`src/rtl/fp_result_pack_if.sv`:
```
// -----------------------------------------------------------------------------
// fp_result_pack_if
//
// Purpose : Bundles the upstream operand handshake and the downstream result
//           handshake of the FP multiply/divide result packer.
//
// Modports:
//   master - the side that produces operands and consumes results (the
//            surrounding datapath, or a testbench).
//   slave  - the packer itself.
//
// Signals:
//   in_valid / in_ready           upstream valid/ready handshake
//   in_sign                       result sign (sA ^ sB)
//   in_e[EW-1:0]                  signed biased intermediate exponent
//   in_mant[MW-1:0]               unnormalized significand in [1,4)
//   in_nan / in_inf / in_zero     upstream-resolved special-case flags
//   out_valid / out_ready         downstream valid/ready handshake
//   out_result[31:0]              packed IEEE-754 single
//   out_ovf / out_unf             range exception of this result
//   out_inexact                   rounding discarded nonzero bits
// -----------------------------------------------------------------------------
interface fp_result_pack_if #(
  parameter int MW = 48,
  parameter int EW = 10
);

  logic          in_valid;
  logic          in_ready;
  logic          in_sign;
  logic [EW-1:0] in_e;
  logic [MW-1:0] in_mant;
  logic          in_nan;
  logic          in_inf;
  logic          in_zero;

  logic          out_valid;
  logic          out_ready;
  logic [31:0]   out_result;
  logic          out_ovf;
  logic          out_unf;
  logic          out_inexact;

  modport master (
    output in_valid, in_sign, in_e, in_mant, in_nan, in_inf, in_zero,
    output out_ready,
    input  in_ready,
    input  out_valid, out_result, out_ovf, out_unf, out_inexact
  );

  modport slave (
    input  in_valid, in_sign, in_e, in_mant, in_nan, in_inf, in_zero,
    input  out_ready,
    output in_ready,
    output out_valid, out_result, out_ovf, out_unf, out_inexact
  );

endinterface : fp_result_pack_if

```
`src/rtl/fp_result_pack.sv`:
```
// -----------------------------------------------------------------------------
// fp_result_pack
//
// Purpose : Back end of the FP multiply/divide datapath. Normalizes the raw
//           significand product/quotient, rounds to nearest-even, checks the
//           exponent range (flush-to-zero, no subnormals) and packs an
//           IEEE-754 single-precision result. Special cases from upstream
//           (NaN > Inf > Zero) override the arithmetic result.
//
//           Two register stages:
//             stage 1 - normalize: pick frac/guard/sticky, adjust exponent
//             stage 2 - round, range check, pack into the output register
//           Both stages advance together whenever the output register is
//           empty or being drained, giving 1 result/cycle and a 2-cycle
//           latency from an accepted input to out_valid.
//
// Parameters:
//   MW - significand width; value in [1,4), binary point between MW-2, MW-3
//   EW - intermediate exponent width, signed two's complement, biased
//
// Ports:
//   clk      rising-edge clock
//   arst     asynchronous active-high reset
//   en       global enable; when low every register holds and in_ready=0
//   bus      fp_result_pack_if.slave: upstream and downstream handshakes
//
// Optional feature (macro FLAGS_STICKY_EN):
//   flag_clr         clears the sticky flags (clear wins over set)
//   sticky_ovf       set by any completed output transfer flagged ovf
//   sticky_unf       set by any completed output transfer flagged unf
//   sticky_inexact   set by any completed output transfer flagged inexact
// -----------------------------------------------------------------------------
module fp_result_pack #(
  parameter int MW = 48,
  parameter int EW = 10
) (
  input  logic              clk,
  input  logic              arst,
  input  logic              en,
  fp_result_pack_if.slave   bus
`ifdef FLAGS_STICKY_EN
  ,
  input  logic              flag_clr,
  output logic              sticky_ovf,
  output logic              sticky_unf,
  output logic              sticky_inexact
`endif
);

  localparam int FW = 23;  // stored fraction width of a single

  // Exponent thresholds, held at the stage exponent width so the range
  // comparisons below stay signed.
  localparam logic signed [EW:0] E_MAX  = (EW+1)'(255);
  localparam logic signed [EW:0] E_ZERO = '0;
  localparam logic signed [EW:0] E_ONE  = (EW+1)'(1);

  localparam logic [31:0] QNAN = 32'h7FC0_0000;

  // ---------------------------------------------------------------------------
  // Handshake
  // ---------------------------------------------------------------------------
  logic out_valid_q, out_valid_d;
  logic adv;

  // The whole pipe moves as one; the output register is the only place a
  // stall can originate, so no per-stage ready chain is needed.
  assign adv          = en & (~out_valid_q | bus.out_ready);
  assign bus.in_ready = adv;

  // ---------------------------------------------------------------------------
  // Stage 1: normalize
  // ---------------------------------------------------------------------------
  logic                 n1_hi;
  logic [FW-1:0]        n1_frac;
  logic                 n1_g;
  logic                 n1_s;
  logic signed [EW:0]   n1_e_ext;
  logic signed [EW:0]   n1_e;

  assign n1_hi = bus.in_mant[MW-1];

  // NOTE: every signal written in an always_comb gets a value on every path
  // (here by assigning defaults first); a path that leaves one unassigned
  // makes synthesis infer a latch to remember the old value.
  always_comb begin
    n1_frac  = bus.in_mant[MW-3 -: FW];
    n1_g     = bus.in_mant[MW-26];
    n1_s     = |bus.in_mant[MW-27:0];
    n1_e_ext = {bus.in_e[EW-1], bus.in_e};
    n1_e     = n1_e_ext;
    if (n1_hi) begin
      // Significand in [2,4): shift the window up one bit and bump the
      // exponent. The bit that drops out of the window joins the sticky OR.
      n1_frac = bus.in_mant[MW-2 -: FW];
      n1_g    = bus.in_mant[MW-25];
      n1_s    = |bus.in_mant[MW-26:0];
      n1_e    = n1_e_ext + E_ONE;
    end
  end

  logic                 s1_valid_q, s1_valid_d;
  logic                 s1_sign_q,  s1_sign_d;
  logic [FW-1:0]        s1_frac_q,  s1_frac_d;
  logic                 s1_g_q,     s1_g_d;
  logic                 s1_s_q,     s1_s_d;
  logic signed [EW:0]   s1_e_q,     s1_e_d;
  logic                 s1_nan_q,   s1_nan_d;
  logic                 s1_inf_q,   s1_inf_d;
  logic                 s1_zero_q,  s1_zero_d;

  always_comb begin
    s1_valid_d = s1_valid_q;
    s1_sign_d  = s1_sign_q;
    s1_frac_d  = s1_frac_q;
    s1_g_d     = s1_g_q;
    s1_s_d     = s1_s_q;
    s1_e_d     = s1_e_q;
    s1_nan_d   = s1_nan_q;
    s1_inf_d   = s1_inf_q;
    s1_zero_d  = s1_zero_q;
    if (adv) begin
      s1_valid_d = bus.in_valid;
    end
    // Data only loads on a real transfer; a bubble leaves it stale, which is
    // harmless because the valid bit travels with it.
    if (adv && bus.in_valid) begin
      s1_sign_d = bus.in_sign;
      s1_frac_d = n1_frac;
      s1_g_d    = n1_g;
      s1_s_d    = n1_s;
      s1_e_d    = n1_e;
      s1_nan_d  = bus.in_nan;
      s1_inf_d  = bus.in_inf;
      s1_zero_d = bus.in_zero;
    end
  end

  // ---------------------------------------------------------------------------
  // Stage 2: round to nearest-even, range check, pack
  // ---------------------------------------------------------------------------
  logic                 r2_up;
  logic [FW+1:0]        r2_sig;
  logic [FW-1:0]        r2_frac;
  logic signed [EW:0]   r2_e;
  logic                 r2_inexact;
  logic [31:0]          r2_result;
  logic                 r2_ovf;
  logic                 r2_unf;
  logic                 r2_inx_out;

  always_comb begin
    r2_up      = s1_g_q & (s1_s_q | s1_frac_q[0]);
    r2_sig     = {2'b01, s1_frac_q} + {{(FW+1){1'b0}}, r2_up};
    r2_frac    = r2_sig[FW-1:0];
    r2_e       = s1_e_q;
    r2_inexact = s1_g_q | s1_s_q;
    if (r2_sig[FW+1]) begin
      // Rounding carried out of 1.111..1: the significand becomes 10.000..0,
      // i.e. 1.0 with the exponent one higher.
      r2_frac = '0;
      r2_e    = s1_e_q + E_ONE;
    end

    r2_result  = {s1_sign_q, r2_e[7:0], r2_frac};
    r2_ovf     = 1'b0;
    r2_unf     = 1'b0;
    r2_inx_out = r2_inexact;

    if (s1_nan_q) begin
      r2_result  = QNAN;
      r2_inx_out = 1'b0;
    end else if (s1_inf_q) begin
      r2_result  = {s1_sign_q, 8'hFF, {FW{1'b0}}};
      r2_inx_out = 1'b0;
    end else if (s1_zero_q) begin
      r2_result  = {s1_sign_q, 31'h0};
      r2_inx_out = 1'b0;
    end else if (r2_e >= E_MAX) begin
      r2_result  = {s1_sign_q, 8'hFF, {FW{1'b0}}};
      r2_ovf     = 1'b1;
      r2_inx_out = 1'b1;
    end else if (r2_e <= E_ZERO) begin
      // No subnormal support: anything below the normal range flushes.
      r2_result  = {s1_sign_q, 31'h0};
      r2_unf     = 1'b1;
      r2_inx_out = 1'b1;
    end
  end

  logic [31:0] out_result_q,  out_result_d;
  logic        out_ovf_q,     out_ovf_d;
  logic        out_unf_q,     out_unf_d;
  logic        out_inexact_q, out_inexact_d;

  always_comb begin
    out_valid_d   = out_valid_q;
    out_result_d  = out_result_q;
    out_ovf_d     = out_ovf_q;
    out_unf_d     = out_unf_q;
    out_inexact_d = out_inexact_q;
    if (adv) begin
      out_valid_d = s1_valid_q;
    end
    if (adv && s1_valid_q) begin
      out_result_d  = r2_result;
      out_ovf_d     = r2_ovf;
      out_unf_d     = r2_unf;
      out_inexact_d = r2_inx_out;
    end
  end

  // ---------------------------------------------------------------------------
  // Registers
  // ---------------------------------------------------------------------------
  // NOTE: state is updated with non-blocking assignments so every flop
  // samples its _d value from before the edge, independent of statement order.
  always_ff @(posedge clk or posedge arst) begin
    if (arst) begin
      s1_valid_q    <= 1'b0;
      out_valid_q   <= 1'b0;
      out_result_q  <= '0;
      out_ovf_q     <= 1'b0;
      out_unf_q     <= 1'b0;
      out_inexact_q <= 1'b0;
    end else begin
      s1_valid_q    <= s1_valid_d;
      out_valid_q   <= out_valid_d;
      out_result_q  <= out_result_d;
      out_ovf_q     <= out_ovf_d;
      out_unf_q     <= out_unf_d;
      out_inexact_q <= out_inexact_d;
    end
  end

  // NOTE: stage-1 data registers are deliberately left without reset; they
  // are only ever observed behind s1_valid_q, so resetting them buys nothing.
  always_ff @(posedge clk) begin
    s1_sign_q <= s1_sign_d;
    s1_frac_q <= s1_frac_d;
    s1_g_q    <= s1_g_d;
    s1_s_q    <= s1_s_d;
    s1_e_q    <= s1_e_d;
    s1_nan_q  <= s1_nan_d;
    s1_inf_q  <= s1_inf_d;
    s1_zero_q <= s1_zero_d;
  end

  assign bus.out_valid   = out_valid_q;
  assign bus.out_result  = out_result_q;
  assign bus.out_ovf     = out_ovf_q;
  assign bus.out_unf     = out_unf_q;
  assign bus.out_inexact = out_inexact_q;

`ifdef FLAGS_STICKY_EN
  // ---------------------------------------------------------------------------
  // Sticky exception flags
  // ---------------------------------------------------------------------------
  logic out_xfer;
  logic sticky_ovf_q, sticky_ovf_d;
  logic sticky_unf_q, sticky_unf_d;
  logic sticky_inx_q, sticky_inx_d;

  // Only results that actually leave the block count; a held result under
  // backpressure or en=0 must not set anything.
  assign out_xfer = en & out_valid_q & bus.out_ready;

  always_comb begin
    sticky_ovf_d = sticky_ovf_q | (out_xfer & out_ovf_q);
    sticky_unf_d = sticky_unf_q | (out_xfer & out_unf_q);
    sticky_inx_d = sticky_inx_q | (out_xfer & out_inexact_q);
    if (flag_clr) begin
      sticky_ovf_d = 1'b0;
      sticky_unf_d = 1'b0;
      sticky_inx_d = 1'b0;
    end
  end

  always_ff @(posedge clk or posedge arst) begin
    if (arst) begin
      sticky_ovf_q <= 1'b0;
      sticky_unf_q <= 1'b0;
      sticky_inx_q <= 1'b0;
    end else begin
      sticky_ovf_q <= sticky_ovf_d;
      sticky_unf_q <= sticky_unf_d;
      sticky_inx_q <= sticky_inx_d;
    end
  end

  assign sticky_ovf     = sticky_ovf_q;
  assign sticky_unf     = sticky_unf_q;
  assign sticky_inexact = sticky_inx_q;
`endif

endmodule : fp_result_pack

```
`src/flat_wrapper.sv`:
```
// flat-port wrapper written by rule: the top's interface ports become plain ports
module fp_result_pack_flat 
#(
  parameter int MW = 48,
  parameter int EW = 10
)
  (clk, arst, en, bus_in_valid, bus_in_sign, bus_in_e, bus_in_mant, bus_in_nan, bus_in_inf, bus_in_zero, bus_out_ready, bus_in_ready, bus_out_valid, bus_out_result, bus_out_ovf, bus_out_unf, bus_out_inexact);
  fp_result_pack_if #(.MW(MW), .EW(EW)) bus_i ();
  input  logic clk;
  input  logic arst;
  input  logic en;
  input wire logic [$bits(bus_i.in_valid)-1:0] bus_in_valid;
  input wire logic [$bits(bus_i.in_sign)-1:0] bus_in_sign;
  input wire logic [$bits(bus_i.in_e)-1:0] bus_in_e;
  input wire logic [$bits(bus_i.in_mant)-1:0] bus_in_mant;
  input wire logic [$bits(bus_i.in_nan)-1:0] bus_in_nan;
  input wire logic [$bits(bus_i.in_inf)-1:0] bus_in_inf;
  input wire logic [$bits(bus_i.in_zero)-1:0] bus_in_zero;
  input wire logic [$bits(bus_i.out_ready)-1:0] bus_out_ready;
  output wire logic [$bits(bus_i.in_ready)-1:0] bus_in_ready;
  output wire logic [$bits(bus_i.out_valid)-1:0] bus_out_valid;
  output wire logic [$bits(bus_i.out_result)-1:0] bus_out_result;
  output wire logic [$bits(bus_i.out_ovf)-1:0] bus_out_ovf;
  output wire logic [$bits(bus_i.out_unf)-1:0] bus_out_unf;
  output wire logic [$bits(bus_i.out_inexact)-1:0] bus_out_inexact;
  assign bus_i.in_valid = bus_in_valid;
  assign bus_i.in_sign = bus_in_sign;
  assign bus_i.in_e = bus_in_e;
  assign bus_i.in_mant = bus_in_mant;
  assign bus_i.in_nan = bus_in_nan;
  assign bus_i.in_inf = bus_in_inf;
  assign bus_i.in_zero = bus_in_zero;
  assign bus_i.out_ready = bus_out_ready;
  assign bus_in_ready = bus_i.in_ready;
  assign bus_out_valid = bus_i.out_valid;
  assign bus_out_result = bus_i.out_result;
  assign bus_out_ovf = bus_i.out_ovf;
  assign bus_out_unf = bus_i.out_unf;
  assign bus_out_inexact = bus_i.out_inexact;
  fp_result_pack #(.MW(MW), .EW(EW)) u_core (.clk(clk), .arst(arst), .en(en), .bus(bus_i));
endmodule
```
`config.mk`:
```
export PLATFORM = sky130hd
export DESIGN_NAME = fp_result_pack_flat
export DESIGN_NICKNAME = d
export VERILOG_FILES = /design/src/rtl/fp_result_pack_if.sv /design/src/rtl/fp_result_pack.sv /design/src/flat_wrapper.sv
export SDC_FILE = /design/constraint.sdc
export NUM_CORES = 1
export LEC_CHECK = 0
export ABC_CLOCK_PERIOD_IN_PS = 5830
export CAP_MARGIN = 20
export CORE_ASPECT_RATIO = 1.1
export CORE_MARGIN = 1.5
export CORE_UTILIZATION = 54
export DETAILED_ROUTE_END_ITERATION = 12
export PLACE_DENSITY = 0.94
export SLEW_MARGIN = 30
export SYNTH_ARGS = -nofsm -noshare
export SYNTH_HDL_FRONTEND = slang
export SYNTH_SLANG_ARGS = --single-unit
```
`constraint.sdc`:
```
create_clock -name clk -period 5.83 [get_ports clk]
set_input_delay 1.166 -clock clk [delete_from_list [all_inputs] [get_ports clk]]
set_output_delay 1.166 -clock clk [all_outputs]
set_load 0.005 [all_outputs]
```
# --- Yosys cells after proc, flatten, opt, wreduce, memory -nomap -nowiden ---
# Index checks and enable logic that the tools add are counted.
totals:
  regBits: 77
  inputBits: 67
  out_inout_bits: 37
  word_cells: 54
classes:
  n_addsub: 3
  order_cmp: 2
  muxes: 25
  bitwise: 6
  n_reduce_logical: 4
op_table:
  columns: ["op", "count"]
  rows:
  - ["2-to-1 mux 31 bit", 4]
  - ["2-to-1 mux 23 bit", 2]
  - ["2-to-1 mux 32 bit", 1]
  - ["adder 24 x 1 -> 25 bit", 1]
  - ["OR reduction 23 bit", 1]
  - ["2-to-1 mux 11 bit", 2]
  - ["OR reduction 22 bit", 1]
  - ["2-to-1 mux 1 bit", 16]
  - ["adder 10 x 2 -> 11 bit, second input constant", 1]
  - ["adder 11 x 2 -> 11 bit, second input constant", 1]
  - [">= comparator 11 x 9 -> 1 bit, second input constant", 1]
  - ["<= comparator 11 x 1 -> 1 bit, second input constant", 1]
  - ["OR 1 bit", 3]
  - ["bitwise AND 1 bit", 2]
  - ["logical AND 1 bit", 2]
  - ["NOT 1 bit", 1]

# --- Depth between registers and ports, before layout ---
# Gate-level depths: netlist of run 1.
depth:
  depth_word: 10
  depth_mapped: 12

# --- Least setup slack after synthesis of run 1 ---
# Ideal clock, no wire load.
synth_path:
  kind: "in2reg"
  startpoint: "in en"
  endpoint: "reg u_core.s1_e_q[0], enable pin"
  t_arrival_ns: 2.370
  setup_slack_ns: 3.059
  stages: 2
  path_cell_list: "o21a_1 > and2_1"
synth_via:
  elab_chain_cells: 2
synth_rtl:
  columns: ["item", "line", "source"]
  rows:
  - ["start: declaration", "flat_wrapper.sv:11", "input logic en;"]
  - ["bitwise AND 1 bit", "fp_result_pack.sv:68", "assign adv = en & (~out_valid_q | bus.out_ready);"]
  - ["logical AND 1 bit", "fp_result_pack.sv:127", "if (adv && bus.in_valid) begin"]
  - ["end signal: assignment", "fp_result_pack.sv:243", "s1_e_q <= s1_e_d;"]
  - ["end: declaration", "fp_result_pack.sv:107", "logic signed [EW:0] s1_e_q, s1_e_d;"]
# No other way between the ends.
# A chain may end at the register's enable or synchronous reset.

# --- Worst setup path after layout of run 1 ---
layout_path:
  startpoint: "in en"
  endpoint: "out bus_in_ready"
layout_via:
  elab_chain_cells: 1
layout_rtl:
  columns: ["item", "line", "source"]
  rows:
  - ["bitwise AND 1 bit", "fp_result_pack.sv:68", null]
  - ["end: declaration", "flat_wrapper.sv:20", "output wire logic [$bits(bus_i.in_ready)-1:0] bus_in_ready;"]
# No other way between the ends.

==> results of run 1 <==
==> state kept, by name, summed over array words and instances, names as in the netlist <==
name	count
u_core.bus.out_inexact	1
u_core.bus.out_ovf	1
u_core.bus.out_result	32
u_core.bus.out_unf	1
u_core.bus.out_valid	1
u_core.s1_e_q	11
u_core.s1_frac_q	23
u_core.s1_g_q	1
u_core.s1_inf_q	1
u_core.s1_nan_q	1
u_core.s1_s_q	1
u_core.s1_sign_q	1
u_core.s1_valid_q	1
u_core.s1_zero_q	1
==> per-layer routing <==
metal / vias to the layer above / track usage (%) / wire length, um
met5: - / 0 / 0
met4: 0 / 10.8 / 230
met3: 20 / 5.23 / 576
met2: 140 / 41.6 / 4690
met1: 1581 / 31.3 / 4070
li1: 1616 / - / -
==> final timing paths <==
check | startpoint | end | slack [ns] | depth (start not counted)
max | en | bus_in_ready | 2.30 | 3
max in group asynchronous | arst | u_core.bus.out_inexact | 4.29 | 3
max reg2reg | u_core.s1_frac_q[0] | u_core.bus.out_result[13] | 2.77 | 11
min | u_core.bus.out_result[31] | u_core.bus.out_result[31] | 0.48 | 2
min reg2reg | u_core.bus.out_result[31] | u_core.bus.out_result[31] | 0.48 | 2
min in group asynchronous | arst | u_core.bus.out_result[7] | 1.21 | 3
==> area by class of cell <==
class,count,area [um2],area share [%]
clock buffer,12,156,2.82
clock inverter,4,46.3,0.836
inverter,4,15.0,0.271
multi-input combinational,287,2010,36.2
sequential,77,2130,38.4
tap,105,131,2.37
timing repair buffer,106,1050,19.0
==> through the flow <==
stage / hold WS, ns / instance area (um2) / power (mW) / std cells / utilization, %
6_report: 0.481 / 5540 / 1.29 / 595 / 73.3
5_1_grt: 0.527 / 5540 / 1.35 / 595 / 73.3
4_1_cts: 0.490 / 5530 / 1.30 / 595 / 73.2
3_5_place_dp: 0.474 / 5330 / 0.894 / 579 / 70.6
3_3_place_gp: 0.448 / 5330 / 0.885 / 579 / 70.6
2_1_floorplan: 0.452 / 4250 / 0.762 / 385 / -
==> power by group <==
group          switching, mW  internal, mW  total [mW]
Combinational         0.0919         0.131       0.223
Sequential            0.0389         0.623       0.662
Clock                  0.187         0.223       0.410
Total                  0.318         0.977        1.29
==> cells in the mapped netlist, types with 3 or more instances <==
master and number:
inv_1 4, ha_1 4, nand4_1 13, buf_1 4
mux2_2 26, nand2_1 52, dfrtp_1 37, a21oi_1 7
and2_1 6, nor4_1 9, xnor2_1 25, edfxtp_1 40
clkbuf_1 3, nor3b_1 4, mux2i_1 4, buf_2 4
nor2_1 19, and3_1 3, xor2_1 15, and4_1 6
o21ai_2 10, o21ai_0 25, nand3_1 21
==> worst reg2reg max path, stage by stage, from the launching register on <==
cell      delay, ns
edfxtp_1       0.38
o21a_1         0.12
ha_1           0.16
ha_1           0.20
and2_1         0.22
nand4_4        0.17
nor4_1         0.43
nand2_1        0.18
xor2_1         0.33
nand4_2        0.29
nand2b_4       0.34
o21ai_2        0.17
==> cells by family (layout without fill, tap and decap cells) <==
group | Yosys count | in the layout | share of synthesized area [%]
adders and majority gates | 4 | 4 | 1.18
buffers and inverters | 21 | 126 | 2.77
AOI/OAI and AO/OA | 61 | 61 | 10.0
and+or+nand+nor | 152 | 152 | 19.9
xor gates and xnor gates | 40 | 40 | 8.25
muxes | 30 | 30 | 7.83
DFF | 77 | 77 | 50.1
==> flow_metrics.tcl, run 1 <==
set metrics [dict create \
    dr.pass1.iters 4 \
    synth.area.top_cells "edfxtp_1 (28%), dfrtp_1 (22%), mux2_2 (6.9%)" \
    critPathCaptureType "primary output" \
    synth_seq_cells 77 \
    io_buffers 103 \
    path_cells "clkdlybuf4s50_1 > o21a_1 > clkdlybuf4s50_1" \
    cp_common_cell "clkdlybuf4s50_1" \
    slew_violations 0 \
    seq_area_frac_synth_pct 50.1 \
    period_share_pct 60.6 \
    dp_hpwl_um 7470 \
    die_h_um 96.0 \
    cap_viol_max_count 0 \
    netlist.area_leader.share_pct 28.3 \
    cts_resized 0 \
    drive_above_1_share_pct 14.1 \
    hp-class "register to register" \
    post-cts-setup-buffer-count 0 \
    synthFlopType "edfxtp_1" \
    antenna_found_initial 0 \
    grt_max_degree 41 \
    fillers 515 \
    fmax_ghz 0.283 \
    avgSynthCellArea_um2 11.0 \
    grt-ovfl-total 0 \
    final_cell_mix "clkdlybuf4s50_1 (103), nand2_1 (51), edfxtp_1 (40), dfrtp_1 (37), mux2_2 (26)" \
    routed_via_density 5.64 \
    drtAntennaViolNets 0 \
    dr_total_vias 3357 \
    p_leak_nw 2.00 \
    grtUsageTotal_pct 24.9 \
    period_needed_ns 3.53 \
    synthCells 385 \
    final_common_cell "clkdlybuf4s50_1" \
    rows 33 \
    wl_per_cell_um 16.1 \
    cts.sinks 77 \
    netlist_area_um2 4250 \
    nNetsFinal 556 \
    required_ns 4.66 \
    ctsHtreeMaxLevel 3 \
    finalSetupViolations 0 \
    postCtsHoldBufs 0 \
    finalWorstSetupSlack_ns 2.30 \
    die_area_um2 8410 \
    grt_first_pass_wirelength_um 15900 \
    ir_worst_vdd_uv 140 \
    max_stage_delay_ns 0.53 \
    cp.arrival_ns 2.37 \
    max_slew.worst_pin.slew_ns 0.758 \
    synth_top_area_cell "edfxtp_1" \
    dr.first_iter.drc_count 194 \
    cts_buffer_depth 2 \
    yosys_warnings 0 \
    clkTransAtPathRegs_ns 0.07 \
    finalHoldViolations 0 \
    p_per_area_nw_per_um2 234 \
    grt_pass1_vias 3374 \
    cts_tree "built" \
    cp-start-kind "input port" \
    synth.distinct_cells 55 \
    path_buf_inv 2 \
    synthArstFlopShare_pct 48.1 \
    synth_edf_count 40 \
    clock_latency_ns 0.35 \
    status "finished, final reports clean" \
    worst_path_max_delay_cell "clkdlybuf4s50_1" \
    path_max_fanout 6 \
    rsz0062_at_grt "false" \
    route.detailed.drc 0 \
    root_buffer "clkbuf_8" \
    initial_utilization_pct 56.2 \
    post-place-ws_ns 1.68 \
    gp_congestion 0.966 \
    areaGrowthSynthToFinish_pct 30.3 \
    synth_nets 456 \
    fin_setup_tns_ns 0 \
    coreArea_um2 7560 \
    finalClockSkew_ns 0.0155 \
    slew_headroom_pct 49.0 \
    die_x_um 87.6 \
    numCtsBuffers 9 \
    io_pins 104 \
    postRouteWirelength_um 9570 \
    crit_family "buffers and inverters" \
    diodes 0 \
    critical_path_class "input port to primary output" \
]
Power figures use the tool's default switching activity.
==> run 2, diff against run 1 <==
- ABC_CLOCK_PERIOD_IN_PS: 5830 -> 3480
- CORE_UTILIZATION: 54 -> 50
- PLACE_DENSITY: 0.94 -> 0.89
- clock period: 5.83 -> 3.48 ns (I/O delays scaled with it)
==> run 2 against run 1 <==
Via count up 0.74%. Routed wire length increased by 5.7%. Hold slack worse by 0.012 ns. Critical path depth up 8. Cell count increased by 1.3%. Count of clock-buffer cells in the layout is 2 higher. Largest cell class unchanged.
==> flow_metrics.tcl, run 2 (synthesized netlist as in run 1, its figures left out) <==
set metrics [dict create \
    nNetsFinal 558 \
    reg2reg_setup_slack_ns 0.48 \
    slew_headroom_pct 60.4 \
    hp-class "register to register" \
    p_leak_nw 2.02 \
    cp.arrival_ns 3.28 \
    status "finished, final reports clean" \
    final_cell_mix "clkdlybuf4s50_1 (103), nand2_1 (52), edfxtp_1 (40), dfrtp_1 (37), mux2_2 (26)" \
    numCtsBuffers 9 \
    instances_no_fill 603 \
    fin_area_um2 5600 \
    grtUsageTotal_pct 23.2 \
    rr_startpoint "u_core.s1_frac_q[0]" \
    routed_via_density 5.61 \
    io_buffers 103 \
    root_buffer "clkbuf_8" \
    grt_pass1_vias 3475 \
    rr_endpoint "u_core.bus.out_result[3]" \
    postRouteWirelength_um 10100 \
    multi_input_area_um2 2010 \
    ctsHtreeMaxLevel 3 \
    dr.first_iter.drc_count 301 \
    fin_hold_ws_ns 0.469 \
    die_area_um2 9060 \
    p_per_area_nw_per_um2 405 \
    coreArea_um2 8320 \
    antenna_found_initial 0 \
    route.detailed.drc 0 \
    cts_buffer_depth 2 \
    post-place-ws_ns 0.390 \
    clkTransAtPathRegs_ns 0.08 \
    worstRegToRegCells 11 \
    seq_area_um2 2130 \
    critical_path_class "register to register" \
    placed_cells 587 \
    finalHoldViolations 0 \
    fillers 599 \
    cts.sinks 77 \
    slew_violations 0 \
    ir_worst_vdd_uv 195 \
    required_ns 3.76 \
    path_max_fanout 13 \
    cts_tree "built" \
    drtAntennaViolNets 0 \
    grt_first_pass_wirelength_um 16600 \
    fmax_ghz 0.333 \
    period_share_pct 86.2 \
    largest_reg_flops 32 \
    drive_above_1_share_pct 14.6 \
    max_slew.worst_pin.slew_ns 0.588 \
    critPathCaptureType "register" \
    dp_hpwl_um 7580 \
    rsz0062_at_grt "false" \
    finalWorstSetupSlack_ns 0.479 \
    power.total_mw 2.27 \
    clock_latency_ns 0.35 \
    grt-ovfl-total 0 \
    die_x_um 90.9 \
    postCtsHoldBufs 0 \
    finalSetupViolations 0 \
    wl_per_cell_um 16.8 \
    finalClockSkew_ns 0.0121 \
    dr_total_vias 3382 \
    grt_max_degree 41 \
    diodes 0 \
    final_common_cell "clkdlybuf4s50_1" \
    fin_setup_tns_ns 0 \
    cp-start-kind "register" \
    endpoint "u_core.bus.out_result[3]" \
    period_needed_ns 3.00 \
    initial_utilization_pct 51.1 \
    dr.pass1.iters 4 \
    gp_congestion 0.965 \
    areaGrowthSynthToFinish_pct 31.8 \
    cap_viol_max_count 0 \
    die_h_um 99.7 \
    place_area_um2 5350 \
    fin_util_pct 67.3 \
    rows 35 \
    io_pins 104 \
    crit_start "u_core.s1_frac_q[0]" \
]
[run 2: cell types whose count changed in the layout (fill, tap and decap cells not counted), sizes merged]
| cell | previous run | this run |
|---|---|---|
| buf | 3 | 5 |
| clkinv | 2 | 1 |
| clkbuf | 12 | 14 |
| inv | 5 | 4 |
[run 2: timing repair]
item | CTS | global route
gates resized for setup | 0 | 1
endpoints found under the setup margin | 0 | 4
buffers inserted | 0 | 0
hold endpoints to repair | 0 | 0
[run 2: how the worst min path moves through the flow]
stage                                    startpoint                   endpoint  slack (ns)  cells past startpoint
after floorplan                    u_core.s1_sign_q  u_core.bus.out_result[31]        0.45                      2
after global placement    u_core.bus.out_result[31]  u_core.bus.out_result[31]        0.45                      2
after detailed placement  u_core.bus.out_result[31]  u_core.bus.out_result[31]        0.46                      2
after CTS                 u_core.bus.out_result[31]  u_core.bus.out_result[31]        0.47                      2
after global routing      u_core.bus.out_result[12]  u_core.bus.out_result[12]        0.52                      2
final                     u_core.bus.out_result[31]  u_core.bus.out_result[31]        0.47                      2
[run 2: layout make-up]
| cell class | count | area share (%) |
|---|---|---|
| Inverter | 4 | 0.268 |
| Clock buffer | 14 | 3.66 |
| Multi-Input combinational cell | 287 | 35.9 |
| Tap cell | 111 | 2.48 |
| Clock inverter | 2 | 0.626 |
| Sequential cell | 77 | 38.0 |
| Timing Repair Buffer | 108 | 19.1 |
[run 2: metal layers]
layer / wire (um) / track usage, % / up-vias
met5: 0 / 0 / -
met4: 156 / 8.17 / 0
met3: 492 / 3.75 / 16
met2: 5280 / 41.0 / 129
met1: 4190 / 28.9 / 1619
li1: - / - / 1618
[run 2: report_power, final]
part	internal (mW)	switching (mW)	total, mW	leakage [nW]
combinational	0.221	0.158	0.379	1.05
clock	0.457	0.321	0.779	0.123
sequential	1.04	0.0641	1.11	0.848
total	1.72	0.544	2.27	2.02
[run 2: critical path, stage by stage, from the launching register on]
cell,delay (ns)
edfxtp_1,0.42
o21a_1,0.19
ha_1,0.20
ha_1,0.22
and2_1,0.21
and4_2,0.26
nand3_1,0.14
xor2_1,0.28
o31a_1,0.24
nand4_2,0.27
nand2b_4,0.32
o21ai_2,0.17
==> run 3, diff against run 2 <==
- CTS_CLUSTER_DIAMETER: unset -> 80
==> results of run 3 <==
The final DEF is identical to that of run 2; final timing and power are the same.
==> edit 1: new RTL, settings of run 2 <==
`MW` is set to 48 in 3 places; all go to 96.
--- a/src/rtl/fp_result_pack_if.sv
+++ b/src/rtl/fp_result_pack_if.sv
@@ -23,3 +23,3 @@
 interface fp_result_pack_if #(
-  parameter int MW = 48,
+  parameter int MW = 96,
   parameter int EW = 10
--- a/src/rtl/fp_result_pack.sv
+++ b/src/rtl/fp_result_pack.sv
@@ -33,3 +33,3 @@
 module fp_result_pack #(
-  parameter int MW = 48,
+  parameter int MW = 96,
   parameter int EW = 10
--- a/src/flat_wrapper.sv
+++ b/src/flat_wrapper.sv
@@ -3,3 +3,3 @@
 #(
-  parameter int MW = 48,
+  parameter int MW = 96,
   parameter int EW = 10
Interface: changed (resized bus_in_mant); port bits go from 104 to 152. No check against the original RTL was run, so the function may have changed too.
==> edit 1 against run 2 <==
Sequential power about the same. Wire length grew 21%. Synthesized cell count is 15% higher. Worst hold slack improved by 20 ps. Area after synthesis rose by 6.7%. Sequential share of layout area is 4.6 points lower. Clock skew shrank 4.1 ps. Critical endpoint is now u_core.bus.out_result[20]$_DFFE_PP0P_. Highest routed layer unchanged. Sequential cell count did not move. Final area is 14% higher. Power increased by 1.2%. Setup slack lost 310 ps.
==> edit 1: results <==
metrics = {
    "placement": {
        "dp.cells": 695,
        "dp_hpwl_mm": 9.87,
        "pre_cts_ws_ps": 229,
        "port_buffers": 151,
        "post_dp_cell_area_sq_um": 6160,
        "place_congestion": 0.947,
    },
    "final_layout": {
        "fill_cells": 650,
        "nets": 711,
        "drive_above_1_share_pct": 10.6,
        "antenna_cells": 0,
    },
    "synthesis": {
        "ys_types": 54,
        "syn-num-nets": 561,
        "synth_cells": 442,
        "ys_top_cells_by_area": "edfxtp_1 (26%), dfrtp_1 (20%), mux2_2 (6.5%), nand2_1 (4.5%), xor2_1 (3.7%)",
        "ys_async_sr_fraction_pct": 48.1,
        "netlist_top_cells_count": "nand2_1 (54), edfxtp_1 (40), dfrtp_1 (37)",
        "yosysSeqAreaShare_pct": 46.9,
    },
    "drt": {
        "avgViaCountPerCell": 5.95,
        "dr_wl_met3_mm": 1.10,
        "firstDrtPassIters": 6,
        "wl_mm": 12.2,
        "antenna_left": 0,
        "wl_met1_mm": 4.50,
        "drt_iter0_markers": 447,
        "wire_per_inst_um": 17.2,
        "route.met2.wl_mm": 6.31,
    },
    "timing": {
        "finalClockSkew_ps": 7.98,
        "min_period_over_period_pct": 95.2,
        "worst_slew_pin_slew_ps": 900,
    },
    "global_route": {
        "grt_pass1_vias": 4114,
        "grt_max_degree": 42,
        "grt_use_total_pct": 26.8,
        "grt_pass1_wl_mm": 19.8,
        "globalRouteMet1Util_pct": 32.0,
        "gr-usage-met2_pct": 48.7,
    },
    "power_and_ir_drop": {
        "power_combinational_uw": 472,
        "peakVddDrop_mv": 0.170,
        "finalPower_uw": 2290,
        "p_leak_uw": 0.00227,
        "p_clk_uw": 710,
        "p_int_uw": 1740,
    },
    "worst_setup_path": {
        "critical-path-max-stage-delay_ps": 730,
        "r2r_cells": 9,
        "crit_path_max_fanout": 25,
        "r2r_end": "u_core.bus.out_result[20]$_DFFE_PP0P_",
        "cp_top_family": "compound AO/OA/AOI/OAI gates",
        "crit_start": "u_core.s1_g_q$_DFFE_PP_",
        "cp.arrival_ps": 3490,
        "reg2reg_slack_ps": 170,
        "cpMaxStageDelayCell": "o31ai_4",
    },
    "clock_network": {
        "cts_setup_buffers": 0,
        "cts_root_buffer": "clkbuf_8",
    },
    "outcome": {
        "status": "completed",
    },
}
-- edit 1: cell count changes after synthesis, sizes merged, moves of 7 or more --
cell    delta
o21ai     -19
nand3      +8
o211ai     +8
clkbuf     +9
nor3       +7
o31ai     +16
nor4      +15
xnor2      -8
-- edit 1: cell families after synthesis --
group                      Yosys count  share of synthesized area [%]
and+or+nand+nor                    193                           22.2
DFF                                 77                           46.9
AOI/OAI and AO/OA                   76                           12.9
adders and majority gates            4                           1.10
buffers and inverters               28                           2.76
xor gates and xnor gates            36                           6.96
muxes                               28                           7.09
-- edit 1: final cells by class --
| class | count | share of cell area [%] |
|---|---|---|
| clock inverter | 7 | 1.39 |
| tap | 114 | 2.24 |
| multi-input combinational | 337 | 35.8 |
| timing repair buffer | 160 | 24.8 |
| sequential | 77 | 33.4 |
| inverter | 7 | 0.412 |
| clock buffer | 9 | 1.94 |
-- edit 1: worst min path at each step --
| stage | cells after the start | endpoint | start | slack, ps |
|---|---|---|---|---|
| finish | 2 | u_core.bus.out_result[9]$_DFFE_PP0P_ | u_core.bus.out_result[9]$_DFFE_PP0P_ | 490 |
| global route | 2 | u_core.bus.out_result[3]$_DFFE_PP0P_ | u_core.bus.out_result[3]$_DFFE_PP0P_ | 510 |
| CTS | 2 | u_core.bus.out_result[12]$_DFFE_PP0P_ | u_core.bus.out_result[12]$_DFFE_PP0P_ | 490 |
| detailed placement | 2 | u_core.bus.out_result[20]$_DFFE_PP0P_ | u_core.bus.out_result[20]$_DFFE_PP0P_ | 470 |
| global placement | 2 | u_core.bus.out_result[31]$_DFFE_PP0P_ | u_core.bus.out_result[31]$_DFFE_PP0P_ | 460 |
| floorplan | 2 | u_core.bus.out_result[10]$_DFFE_PP0P_ | u_core.bus.out_result[10]$_DFFE_PP0P_ | 470 |
==> edit 2: new RTL, config.mk and constraints of run 2 <==
Made on the original files. Take the reset off `out_result_q` and load it in a clocked block of its own.
--- a/src/rtl/fp_result_pack.sv
+++ b/src/rtl/fp_result_pack.sv
@@ -221,3 +221,2 @@
       out_valid_q   <= 1'b0;
-      out_result_q  <= '0;
       out_ovf_q     <= 1'b0;
@@ -228,3 +227,2 @@
       out_valid_q   <= out_valid_d;
-      out_result_q  <= out_result_d;
       out_ovf_q     <= out_ovf_d;
@@ -233,2 +231,6 @@
     end
+  end
+
+  always_ff @(posedge clk) begin
+    out_result_q <= out_result_d;
   end
Function: differs if arst is asserted again (counterexample within 4 cycles, from zero or initial values and one cycle with arst high); with arst held inactive, the same outputs for 4 cycles.
==> edit 2 against run 2 <==
Non-clock buffer count stayed put. Highest routed layer unchanged. Final area shrank 1.9%. Wire length decreased by 17%. Global-route usage decreased by 3.4 points. Die area is 2.8% lower. Power is 3.3% lower. Clock power fell by 6.9%. Sequential cell count unchanged. Setup slack got worse by 60 ps. Area after synthesis decreased by 2.9%. Maximum frequency shrank 2.0%.
==> edit 2: results <==
metrics = {
    "synthesis": {
        "ys_top_cells_by_area": "edfxtp_1 (52%), mux2_2 (7.4%), nor2_4 (4.9%), xor2_1 (4.7%), xnor2_1 (3.8%)",
        "syn_avg_cell_area_sq_um": 12.7,
        "synth_xor_xnor_area_share_pct": 8.49,
        "synthMuxAreaShare_pct": 8.22,
        "yosysSeqAreaShare_pct": 55.4,
        "netlist_top_cells_count": "edfxtp_1 (72), mux2_2 (27), xor2_1 (22)",
        "synth_fa_ha_area_share_pct": 1.21,
        "ys_async_sr_fraction_pct": 6.49,
        "syn-num-nets": 395,
    },
    "global_route": {
        "grt_pass1_wl_mm": 13.4,
        "grt_use_total_pct": 19.9,
    },
    "final_layout": {
        "nets": 503,
        "largest_register_ffs": 32,
        "fill_cells": 558,
        "drive_above_1_share_pct": 17.2,
        "final_util_pct": 69.0,
        "stdcell_count": 545,
    },
    "placement": {
        "post_dp_cell_area_sq_um": 5280,
        "pre_cts_ws_ps": 403,
        "place_congestion": 0.972,
        "dp.cells": 529,
        "dp_hpwl_mm": 6.53,
    },
    "power_and_ir_drop": {
        "p_int_uw": 1710,
        "peakVddDrop_mv": 0.178,
    },
    "worst_setup_path": {
        "cp.arrival_ps": 3260,
        "cpMaxStageDelayCell": "mux2_2",
        "crit_path_max_fanout": 15,
        "r2r_end": "u_core.bus.out_result[9]$_SDFFCE_PP0P_",
        "r2r-start": "u_core.s1_s_q$_DFFE_PP_",
        "reg2reg_slack_ps": 420,
    },
    "drt": {
        "dr_total_vias": 2907,
        "wire_per_inst_um": 15.3,
        "drt_iter0_markers": 230,
    },
    "timing": {
        "worst_slew_pin_slew_ps": 536,
        "finalClockSkew_ps": 8.65,
    },
    "outcome": {
        "status": "completed",
    },
    "min_path": {
        "min_from": "u_core.bus.out_ovf$_DFFE_PP0P_",
        "holdPathEnd": "u_core.bus.out_ovf$_DFFE_PP0P_",
    },
}
edit 2: cell types whose count changed after synthesis, sizes merged, moves of 5 or more:
cell and change:
dfrtp -32, xnor2 -7, a31oi +6, nor2 +15, inv +5, edfxtp +32
xor2 +7, nand2 -30, nand4 -6, buf -6, o21ai -30, a21oi -5
edit 2: final cells by class:
class	instances	area share, %
clock buffers	11	2.57
clock inverters	5	1.37
inverters	9	0.615
multi-input cells	227	31.6
flip-flops and latches	77	41.6
well taps	108	2.46
repair buffers	108	19.7
edit 2: metal layers:
metal | vias up | part of all wire [%] | track usage [%]
met5 | - | 0 | 0
met4 | 0 | 2.8 | 10.4
met3 | 18 | 6.0 | 2.79
met2 | 128 | 50 | 31.8
met1 | 1340 | 42 | 25.8
li1 | 1421 | - | -
edit 2: worst max-delay path by stage:
stage / startpoint / endpoint / slack [ps]
after floorplan: u_core.s1_frac_q[0]$_DFFE_PP_ / u_core.bus.out_result[17]$_SDFFCE_PP0P_ / 740
after global placement: u_core.s1_frac_q[0]$_DFFE_PP_ / u_core.bus.out_result[9]$_SDFFCE_PP0P_ / 610
after detailed placement: u_core.s1_s_q$_DFFE_PP_ / u_core.bus.out_result[9]$_SDFFCE_PP0P_ / 400
after CTS: u_core.s1_s_q$_DFFE_PP_ / u_core.bus.out_result[10]$_SDFFCE_PP0P_ / 400
after global routing: u_core.s1_s_q$_DFFE_PP_ / u_core.bus.out_result[9]$_SDFFCE_PP0P_ / 190
final: u_core.s1_s_q$_DFFE_PP_ / u_core.bus.out_result[9]$_SDFFCE_PP0P_ / 420
edit 2: power groups by stage:
stage	Combinational, uW	Sequential, uW	Clock, uW
finish	326	1140	725
global route	352	1150	771
CTS	330	1140	734
detailed placement	327	1160	0
global placement	315	1160	0
floorplan	136	1150	0
